===== config.mk =====
export PLATFORM = sky130hd
export DESIGN_NAME = ysyx_25040101_inst_pack
export DESIGN_NICKNAME = d
export VERILOG_FILES = /design/src/rtl/ysyx_25040101_inst_pack_pkg.sv /design/src/rtl/ysyx_25040101_imm_scatter.sv /design/src/rtl/ysyx_25040101_inst_pack.sv
export SDC_FILE = /design/constraint.sdc
export NUM_CORES = 1
export LEC_CHECK = 0
export ABC_AREA = 0
export BUFFER_PORTS_ARGS = -buffer_cell sky130_fd_sc_hd__buf_2
export CORE_ASPECT_RATIO = 1.1
export CORE_MARGIN = 2
export CORE_UTILIZATION = 40
export CTS_BUF_LIST = sky130_fd_sc_hd__clkbuf_16
export CTS_CLUSTER_SIZE = 14
export DETAILED_ROUTE_END_ITERATION = 12
export PLACE_DENSITY = 0.71
export SYNTH_ARGS = -nofsm -noshare
export SYNTH_HDL_FRONTEND = slang
export SYNTH_SLANG_ARGS = --single-unit

===== constraint.sdc =====
create_clock -name clk -period 3.32 [get_ports clk]
set_clock_uncertainty 0.15 [all_clocks]
set_input_delay 0.166 -clock clk [delete_from_list [all_inputs] [get_ports clk]]
set_output_delay 0.166 -clock clk [all_outputs]
set_load 0.05 [all_outputs]

===== src/rtl/ysyx_25040101_inst_pack_pkg.sv =====
// rtl/ysyx_25040101_inst_pack_pkg.sv - shared immediate-type constants and packer types
package ysyx_25040101_inst_pack_pkg;

    localparam logic [4:0] IMM_TYPE_I = 5'b10000;
    localparam logic [4:0] IMM_TYPE_S = 5'b01000;
    localparam logic [4:0] IMM_TYPE_B = 5'b00100;
    localparam logic [4:0] IMM_TYPE_U = 5'b00010;
    localparam logic [4:0] IMM_TYPE_J = 5'b00001;
    localparam logic [4:0] IMM_TYPE_R = 5'b00000;

    localparam logic [31:0] INST_ILLEGAL = 32'h0000_0000;

    typedef enum logic [2:0] {
        SEL_R,
        SEL_I,
        SEL_S,
        SEL_B,
        SEL_U,
        SEL_J
    } imm_sel_e;

    // true when every bit of v at or above position lsb is the same value
    function automatic logic upper_uniform(input logic [31:0] v, input int lsb);
        logic all_one;
        logic all_zero;
        all_one  = 1'b1;
        all_zero = 1'b1;
        for (int k = 0; k < 32; k++) begin
            if (k >= lsb) begin
                all_one  = all_one & v[k];
                all_zero = all_zero & ~v[k];
            end
        end
        return all_one | all_zero;
    endfunction

endpackage


===== src/rtl/ysyx_25040101_imm_scatter.sv =====
// rtl/ysyx_25040101_imm_scatter.sv - combinational immediate packer and range check (YSYX_25040101_PACK_CHECK_EN)
module ysyx_25040101_imm_scatter
    import ysyx_25040101_inst_pack_pkg::*;
(
    input  logic [31:0] base_i,
    input  logic [31:0] imm_i,
    input  logic [4:0]  imm_type_i,
    output logic [32:0] result_o
);

    imm_sel_e    sel;
    logic [31:0] inst;

`ifdef YSYX_25040101_PACK_CHECK_EN
    logic bad_type;
    logic range_err;

    // strict one-hot decode; anything other than a legal code is an error
    always_comb begin
        sel      = SEL_R;
        bad_type = 1'b0;
        case (imm_type_i)
            IMM_TYPE_I: sel = SEL_I;
            IMM_TYPE_S: sel = SEL_S;
            IMM_TYPE_B: sel = SEL_B;
            IMM_TYPE_U: sel = SEL_U;
            IMM_TYPE_J: sel = SEL_J;
            IMM_TYPE_R: sel = SEL_R;
            default:    bad_type = 1'b1;
        endcase
    end

    // immediate must be representable in the selected format
    always_comb begin
        range_err = 1'b0;
        case (sel)
            SEL_I, SEL_S: range_err = ~upper_uniform(imm_i, 11);
            SEL_B:        range_err = ~upper_uniform(imm_i, 12) | imm_i[0];
            SEL_U:        range_err = |imm_i[11:0];
            SEL_J:        range_err = ~upper_uniform(imm_i, 20) | imm_i[0];
            default:      range_err = 1'b0;
        endcase
    end

    // erroneous requests are replaced by the illegal instruction
    always_comb begin
        if (bad_type | range_err) begin
            result_o = {1'b1, INST_ILLEGAL};
        end else begin
            result_o = {1'b0, inst};
        end
    end
`else
    // priority decode so a malformed type still selects one format
    always_comb begin
        sel = SEL_R;
        if (imm_type_i[4]) begin
            sel = SEL_I;
        end else if (imm_type_i[3]) begin
            sel = SEL_S;
        end else if (imm_type_i[2]) begin
            sel = SEL_B;
        end else if (imm_type_i[1]) begin
            sel = SEL_U;
        end else if (imm_type_i[0]) begin
            sel = SEL_J;
        end
    end

    // no checking: out-of-range bits are simply dropped
    always_comb begin
        result_o = {1'b0, inst};
    end
`endif

    // scatter immediate bits over the base word
    always_comb begin
        inst = base_i;
        case (sel)
            SEL_I: inst[31:20] = imm_i[11:0];
            SEL_S: begin
                inst[31:25] = imm_i[11:5];
                inst[11:7]  = imm_i[4:0];
            end
            SEL_B: begin
                inst[31]    = imm_i[12];
                inst[7]     = imm_i[11];
                inst[30:25] = imm_i[10:5];
                inst[11:8]  = imm_i[4:1];
            end
            SEL_U: inst[31:12] = imm_i[31:12];
            SEL_J: begin
                inst[31]    = imm_i[20];
                inst[19:12] = imm_i[19:12];
                inst[20]    = imm_i[11];
                inst[30:21] = imm_i[10:1];
            end
            default: inst = base_i;
        endcase
    end

endmodule


===== src/rtl/ysyx_25040101_inst_pack.sv =====
// rtl/ysyx_25040101_inst_pack.sv - instruction packer with 2-entry output queue (YSYX_25040101_PACK_CHECK_EN)
module ysyx_25040101_inst_pack
    import ysyx_25040101_inst_pack_pkg::*;
#(
    parameter int FIFO_DEPTH = 2
) (
    input  logic        clk,
    input  logic        rst,
    input  logic        in_valid_i,
    output logic        in_ready_o,
    input  logic [31:0] base_i,
    input  logic [31:0] imm_i,
    input  logic [4:0]  imm_type_i,
    output logic        out_valid_o,
    input  logic        out_ready_i,
    output logic [31:0] inst_o,
    output logic        err_o,
    output logic [7:0]  err_cnt_o
);

    localparam logic [1:0] CNT_FULL = 2'(FIFO_DEPTH);

    logic [32:0] packed_entry;
    logic [31:0] mem_inst [2];
    logic        mem_err  [2];
    logic        wr_ptr;
    logic        rd_ptr;
    logic [1:0]  count;
    logic        push;
    logic        pop;

    ysyx_25040101_imm_scatter u_scatter (
        .base_i     (base_i),
        .imm_i      (imm_i),
        .imm_type_i (imm_type_i),
        .result_o   (packed_entry)
    );

    assign in_ready_o  = (count != CNT_FULL);
    assign out_valid_o = (count != 2'd0);
    assign push        = in_valid_i & in_ready_o;
    assign pop         = out_valid_o & out_ready_i;

    // head is masked while empty so stale slots never leak out
    assign inst_o = out_valid_o ? mem_inst[rd_ptr] : '0;
    assign err_o  = out_valid_o & mem_err[rd_ptr];

    // queue storage, written at the tail on every accepted request
    always_ff @(posedge clk) begin
        if (push) begin
            mem_inst[wr_ptr] <= packed_entry[31:0];
            mem_err[wr_ptr]  <= packed_entry[32];
        end
    end

    // pointers and occupancy; reset flushes every queued entry
    always_ff @(posedge clk or posedge rst) begin
        if (rst) begin
            wr_ptr <= 1'b0;
            rd_ptr <= 1'b0;
            count  <= 2'd0;
        end else begin
            if (push) begin
                wr_ptr <= ~wr_ptr;
            end
            if (pop) begin
                rd_ptr <= ~rd_ptr;
            end
            case ({push, pop})
                2'b10:   count <= count + 2'd1;
                2'b01:   count <= count - 2'd1;
                default: count <= count;
            endcase
        end
    end

`ifdef YSYX_25040101_PACK_CHECK_EN
    // saturating count of accepted requests that failed the check
    always_ff @(posedge clk or posedge rst) begin
        if (rst) begin
            err_cnt_o <= 8'h00;
        end else if (push && packed_entry[32] && err_cnt_o != 8'hFF) begin
            err_cnt_o <= err_cnt_o + 8'h01;
        end
    end
`else
    assign err_cnt_o = 8'h00;
`endif

endmodule


# Yosys cells after proc, flatten, opt, wreduce, memory -nomap -nowiden

Memories as Yosys holds them, arrays and structs flattened.
Cells that the tools add are included.
Widths: inputs -> output; s select.

Memory bits (writable): 64
Register bits: 4
Logic and storage cells: 36
Memories kept: 1

Bitwise operators: 5
Reduce and logical (&&, ||, !) cells: 4
Add/subtract/negate cells: 2
Equal/unequal tests: 8
Multiplexer cells: 13

Memories:

| name     | depth | bits a word | read ports | clocked after memory_dff | wr ports | line                          | source |
|---|---|---|---|---|---|---|---|
| mem_inst | 2     | 32          | 1          | 0                        | 1        | ysyx_25040101_inst_pack.sv:24 | `logic [31:0] mem_inst [2];` |

Operator list:

| operator            | number |
|---|---|
| $mux 32             | 1 |
| $pmux 7 s4          | 1 |
| $mux 3              | 5 |
| $pmux 5 s3          | 1 |
| $pmux 5 s2          | 1 |
| $mux 8              | 1 |
| $eq 3x2->1 const B  | 2 |
| $eq 3x3->1 const B  | 2 |
| $pmux 2 s2          | 1 |
| $reduce_bool 2->1   | 2 |
| $reduce_or 2->1     | 2 |
| $eq 3x1->1 const B  | 1 |
| $add 2x1->2 const B | 1 |
| $and 1x1->1         | 2 |
| $eq 2x1->1 const B  | 1 |
| $eq 2x2->1 const B  | 1 |
| $mux 1              | 2 |
| $ne 2x2->1 const B  | 1 |
| $not 1->1           | 2 |
| $sub 2x1->2 const B | 1 |
| $and 1x1->1 const B | 1 |

# Logic depth before layout (Yosys ltp)

Depth after elaboration: 8
Mapped depth: 7
Depth with buffers taken out: 7

# Cells and area by module

A second synthesis with hierarchy kept.

Cells, all modules: 256
Area total of the unflattened synthesis: 3407.0 sq um

By module, submodules not included:

| module                    | times used | cells an instance | area an instance (sq um) |
|---|---|---|---|
| ysyx_25040101_inst_pack   | 1          | 167               | 2763.9 |
| ysyx_25040101_imm_scatter | 1          | 89                | 643.1 |

# Worst setup path before layout

Ideal clock, no wire load.

Path type: register to register
Start: register count[0]
End: memory mem_inst[0][0], enable pin
Setup time: 421 ps
Period minus slack after synthesis: 3013 ps
Cell stages (with the launch flop): 4
Setup slack: 307 ps
Arrival time: 2442 ps
Path buffers: 0
Cell sequence: dfrtp_1 -> nand2b_1 -> nand2_1 -> nor2_1

Longest elaborated chain between the ends: 4

Ends and longest elaborated chain:

| what                   | line                          | source |
|---|---|---|
| start, declared        | ysyx_25040101_inst_pack.sv:28 | `logic [1:0] count;` |
| start signal, assigned | ysyx_25040101_inst_pack.sv:70 | `2'b10: count <= count + 2'd1;` |
| start signal, assigned | ysyx_25040101_inst_pack.sv:71 | `2'b01: count <= count - 2'd1;` |
| start signal, assigned | ysyx_25040101_inst_pack.sv:72 | `default: count <= count;` |
| $ne 2x2->1             | ysyx_25040101_inst_pack.sv:39 | `assign in_ready_o = (count != CNT_FULL);` |
| net in_ready_o         | ysyx_25040101_inst_pack.sv:10 | `output logic in_ready_o,` |
| $and 1x1->1            | ysyx_25040101_inst_pack.sv:41 | `assign push = in_valid_i & in_ready_o;` |
| $mux 1                 | ysyx_25040101_inst_pack.sv:50 | `if (push) begin` |
| $mux 1                 | n/a                           |  |
| end, declared          | ysyx_25040101_inst_pack.sv:24 |  |

The timed path passes the listed nets, and every way through them passes these cells.

# Worst setup path in the final report

Start: register rd_ptr
End: output port inst_o[8]

Longest elaborated chain between the ends: 2

Ends and longest elaborated chain:

| what                   | line                          | source |
|---|---|---|
| start, declared        | ysyx_25040101_inst_pack.sv:27 | `logic rd_ptr;` |
| start signal, assigned | ysyx_25040101_inst_pack.sv:67 | `rd_ptr <= ~rd_ptr;` |
| $mem_v2 2x32           | n/a                           |  |
| $mux 32                | ysyx_25040101_inst_pack.sv:45 | `assign inst_o = out_valid_o ? mem_inst[rd_ptr] : '0;` |
| end, declared          | ysyx_25040101_inst_pack.sv:16 | `output logic [31:0] inst_o,` |

No other way between the ends.

==> out/metrics.csv <==
stage;metric;value;unit
yosys;largest area contributor in the netlist;edfxtp_1;
clock_network;Root Driver;clkbuf_16;
drt;DRC viols;0;
placement;placed instance area;0.00393;mm²
placement;Final HPWL DP;4930;µm
yosys;combinational family with the most area after synthesis;multiplexers;
yosys;Area contributors post-synth;edfxtp_1 (58%), mux2i_1 (9.6%), nor2_1 (4.2%);
job;max-cap violations;0;
worst_setup_path;highest net fanout along the worst path;33;
yosys;most numerous cell in the Yosys netlist;edfxtp_1;
placement;Final Wtd Congestion;0.815;
finish;Ant. Diodes;0;
worst_setup_path;critical path depth in cells;3;
global_routing;vias in the first global route;2230;
yosys;YS warnings;0;
worst_setup_path;flop2flop setup slack;1.30;ns
worst_setup_path;FF-to-FF End;mem_inst[0][7];
clock_network;postcts setup bufs;0;
yosys;part of the Yosys area used for sequential elements;60.5;%
worst_setup_path;Worst Path Arrival;1.99;ns
sta;final setup TNS;0;ns
yosys;Synth Area in XOR/XNOR;1.31;%
worst_setup_path;worst reg2reg path depth;3;
clock_network;CTS tree;yes;
floorplanning;Die H;99.9;µm
finish;area of the multi-input gates;0.00120;mm²
clock_network;clk buf depth;2;
sta;Pins Over Slew Limit;0;
yosys;syn_area_per_cell;13.3;µm²
worst_setup_path;end point of the critical path;inst_o[8];
yosys;Synth Register Bits;68;
clock_network;post-cts resize count;0;
clock_network;clock-pin slew on the worst setup and hold paths;0.06;ns
worst_setup_path;Crit-path slowest cell;dfrtp_2;
finish;layout cells sized above 1;39.3;%
yosys;Synth top area share;57.5;%
finish;register area;0.00202;mm²
sta;RSZ-0062 raised after global routing;false;
global_routing;global-route wire length before repair;11100;µm
yosys;mux cell area share after synthesis;14.5;%
sta;Rel. slew slack;33.8;%
min_path;HP Class;in2reg;
yosys;Synth async-reset ratio;5.88;%
sta;Final Hold Viols;0;
clock_network;H-tree Lvls;3;
min_path;Min-Delay Startpoint;base_i[14];
worst_setup_path;critical path launch point;rd_ptr;
clock_network;Clock Latency Late Sink;0.32;ns
drt;post-route ant nets;0;
sta;fmax;435;MHz
drt;routed vias/inst;4.82;
power_and_ir_drop;P_leak;1.85;nW
yosys;Synth Instances;251;
worst_setup_path;critical path class;reg2out;
worst_setup_path;delay-heaviest family, CP;flip-flops;
floorplanning;Die ar.;0.00910;mm²
worst_setup_path;CP cell instances;mux2i_1 -> nor2_1 -> buf_2;
worst_setup_path;crit-path max cell delay;1.02;ns
outcome;status;finished, final reports clean;
floorplanning;Initial Util;41.8;%
drt;routed vias;2322;
sta;final setup violating endpoints;0;
global_routing;GRT Util Overall;15.7;%
floorplanning;Die X;91.1;µm
finish;Filler cells;730;
yosys;library cells used by synthesis;39;
yosys;Synth Area in Compound Gates;8.13;%
sta;Final Cycle Share;69.3;%
yosys;number of synthesized flops with an enable pin;64;
worst_setup_path;Worst Path Required;3.00;ns
worst_setup_path;crit path capture type;primary output;
finish;Area Overhead vs Synth;30.4;%
yosys;ys flop type;edfxtp_1;
worst_setup_path;startpoint types;flop;
floorplanning;Ports;116;
global_routing;GRT overflow;0;
placement;port bufs;106;
yosys;Post-Synth Simple-Gate Area;10.1;%
power_and_ir_drop;maximum VDD drop;0.417;mV
drt;wire length per cell;14.5;µm
drt;initial DRC count;97;
drt;Post-Route WL;7000;µm
sta;worst slew pin tran;0.994;ns
worst_setup_path;crit path buf inv count;1;
global_routing;largest net degree at the start of global routing;34;
floorplanning;core area;0.00800;mm²
floorplanning;Core Rows;34;
power_and_ir_drop;PD cells;948;mW/mm²
sta;fin crit period;2.30;ns
clock_network;CTS Buf Count;9;
worst_setup_path;Crit Reg-Reg Startpoint;count[0];
finish;nets@finish;443;
finish;final instance area;0.00436;mm²
yosys;Synth top cells by count;edfxtp_1 (64), nor2_1 (37), mux2i_1 (32);
clock_network;clk sink count;68;
drt;DR pass1 iterations;4;
yosys;Post-Synth Adder-Cell Area;0.375;%
global_routing;initial antenna violation count;0;
yosys;synthesized area;0.00334;mm²
[how the worst min path moves through the flow]
| stage | to | slack [ns] | cells past startpoint |
|---|---|---|---|
| final | mem_inst[0][14] | 0.009 | 2 |
| after global routing | mem_inst[1][18] | 0.0006 | 2 |
| after CTS | mem_inst[0][14] | 0.0006 | 2 |
| after detailed placement | count[0] | -0.09 | 2 |
| after global placement | wr_ptr | -0.1 | 2 |
| after floorplan | count[0] | -0.22 | 1 |
[worst register-to-register path, delay by kind of cell (launching register included)]
family | cells | cell delay, ns
DFF | 1 | 0.42
and+or+nand+nor | 3 | 1.06
[power breakdown]
part	internal [mW]	switching, mW	leakage [nW]
registers	1.19	0.167	0.641
logic	0.487	1.36	1.06
clock network	0.584	0.344	0.150
[layout by cell type, fill, tap and decap left out, types with 2 or more instances in the layout]
cell	n
xor2_1	2
edfxtp_1	64
nand3_1	4
o211ai_1	4
inv_1	5
nor2_1	35
o21ai_0	11
dfrtp_1	3
a211oi_1	2
nor2_8	2
buf_4	3
buf_2	106
clkinv_4	3
conb_1	9
mux2_2	4
or2_2	2
clkinv_2	2
dlygate4sd3_1	13
mux2i_1	32
nand2b_1	8
mux2_4	8
clkbuf_16	9
a21oi_1	7
o31ai_1	6
o22ai_1	6
nor3_1	2
xnor2_1	3
[logic make-up (layout without fill, tap and decap cells)]
kind of cell / Yosys count / after routing
other: 1 / 9
adders and majority gates: 1 / 1
and+or+nand+nor: 62 / 62
AOI/OAI and AO/OA: 42 / 42
muxes: 44 / 44
buffers and inverters: 28 / 143
xor gates and xnor gates: 5 / 5
DFF: 68 / 68
[sequential cells by signal (all words and copies together) (netlist names)]
name	cells
wr_ptr	1
mem_inst	64
count	2
rd_ptr	1
[timing repair]
item / 4_1_cts / 5_1_grt
setup endpoints to repair: 0 / 0
hold buffers: 13 / 0
endpoints found under the hold margin: 24 / 0
[per-layer routing]
layer / vias up / track usage, % / routed length [µm] / share of wire [%]
met5: - / 0 / 0 / 0
met4: 0 / 6.99 / 94 / 1.3
met3: 7 / 2.03 / 256 / 3.7
met2: 78 / 26.0 / 3510 / 50
met1: 1080 / 21.0 / 3150 / 45
li1: 1157 / - / - / -
[layout make-up]
| class | instances | area share (%) |
|---|---|---|
| Tap cell | 108 | 3.10 |
| Clock buffer | 9 | 5.17 |
| Sequential cell | 68 | 46.4 |
| Clock inverter | 7 | 1.72 |
| Inverter | 5 | 0.431 |
| Timing Repair Buffer | 122 | 15.7 |
| Multi-Input combinational cell | 163 | 27.5 |
[stage by stage]
step                      hold WS, ns  worst slack (ns)  power [mW]  util [%]  std cells
after global placement        -0.0982              1.37        3.20      49.1        453
after CTS                    0.000642             0.999        4.18      54.5        482
after detailed placement      -0.0908              1.28        3.23      49.1        453
after floorplan                -0.218             0.307        2.79         -        259
final                         0.00873              1.02        4.13      54.5        482
after global routing         0.000551             0.876        4.34      54.5        482
Power figures use the tool's default switching activity.
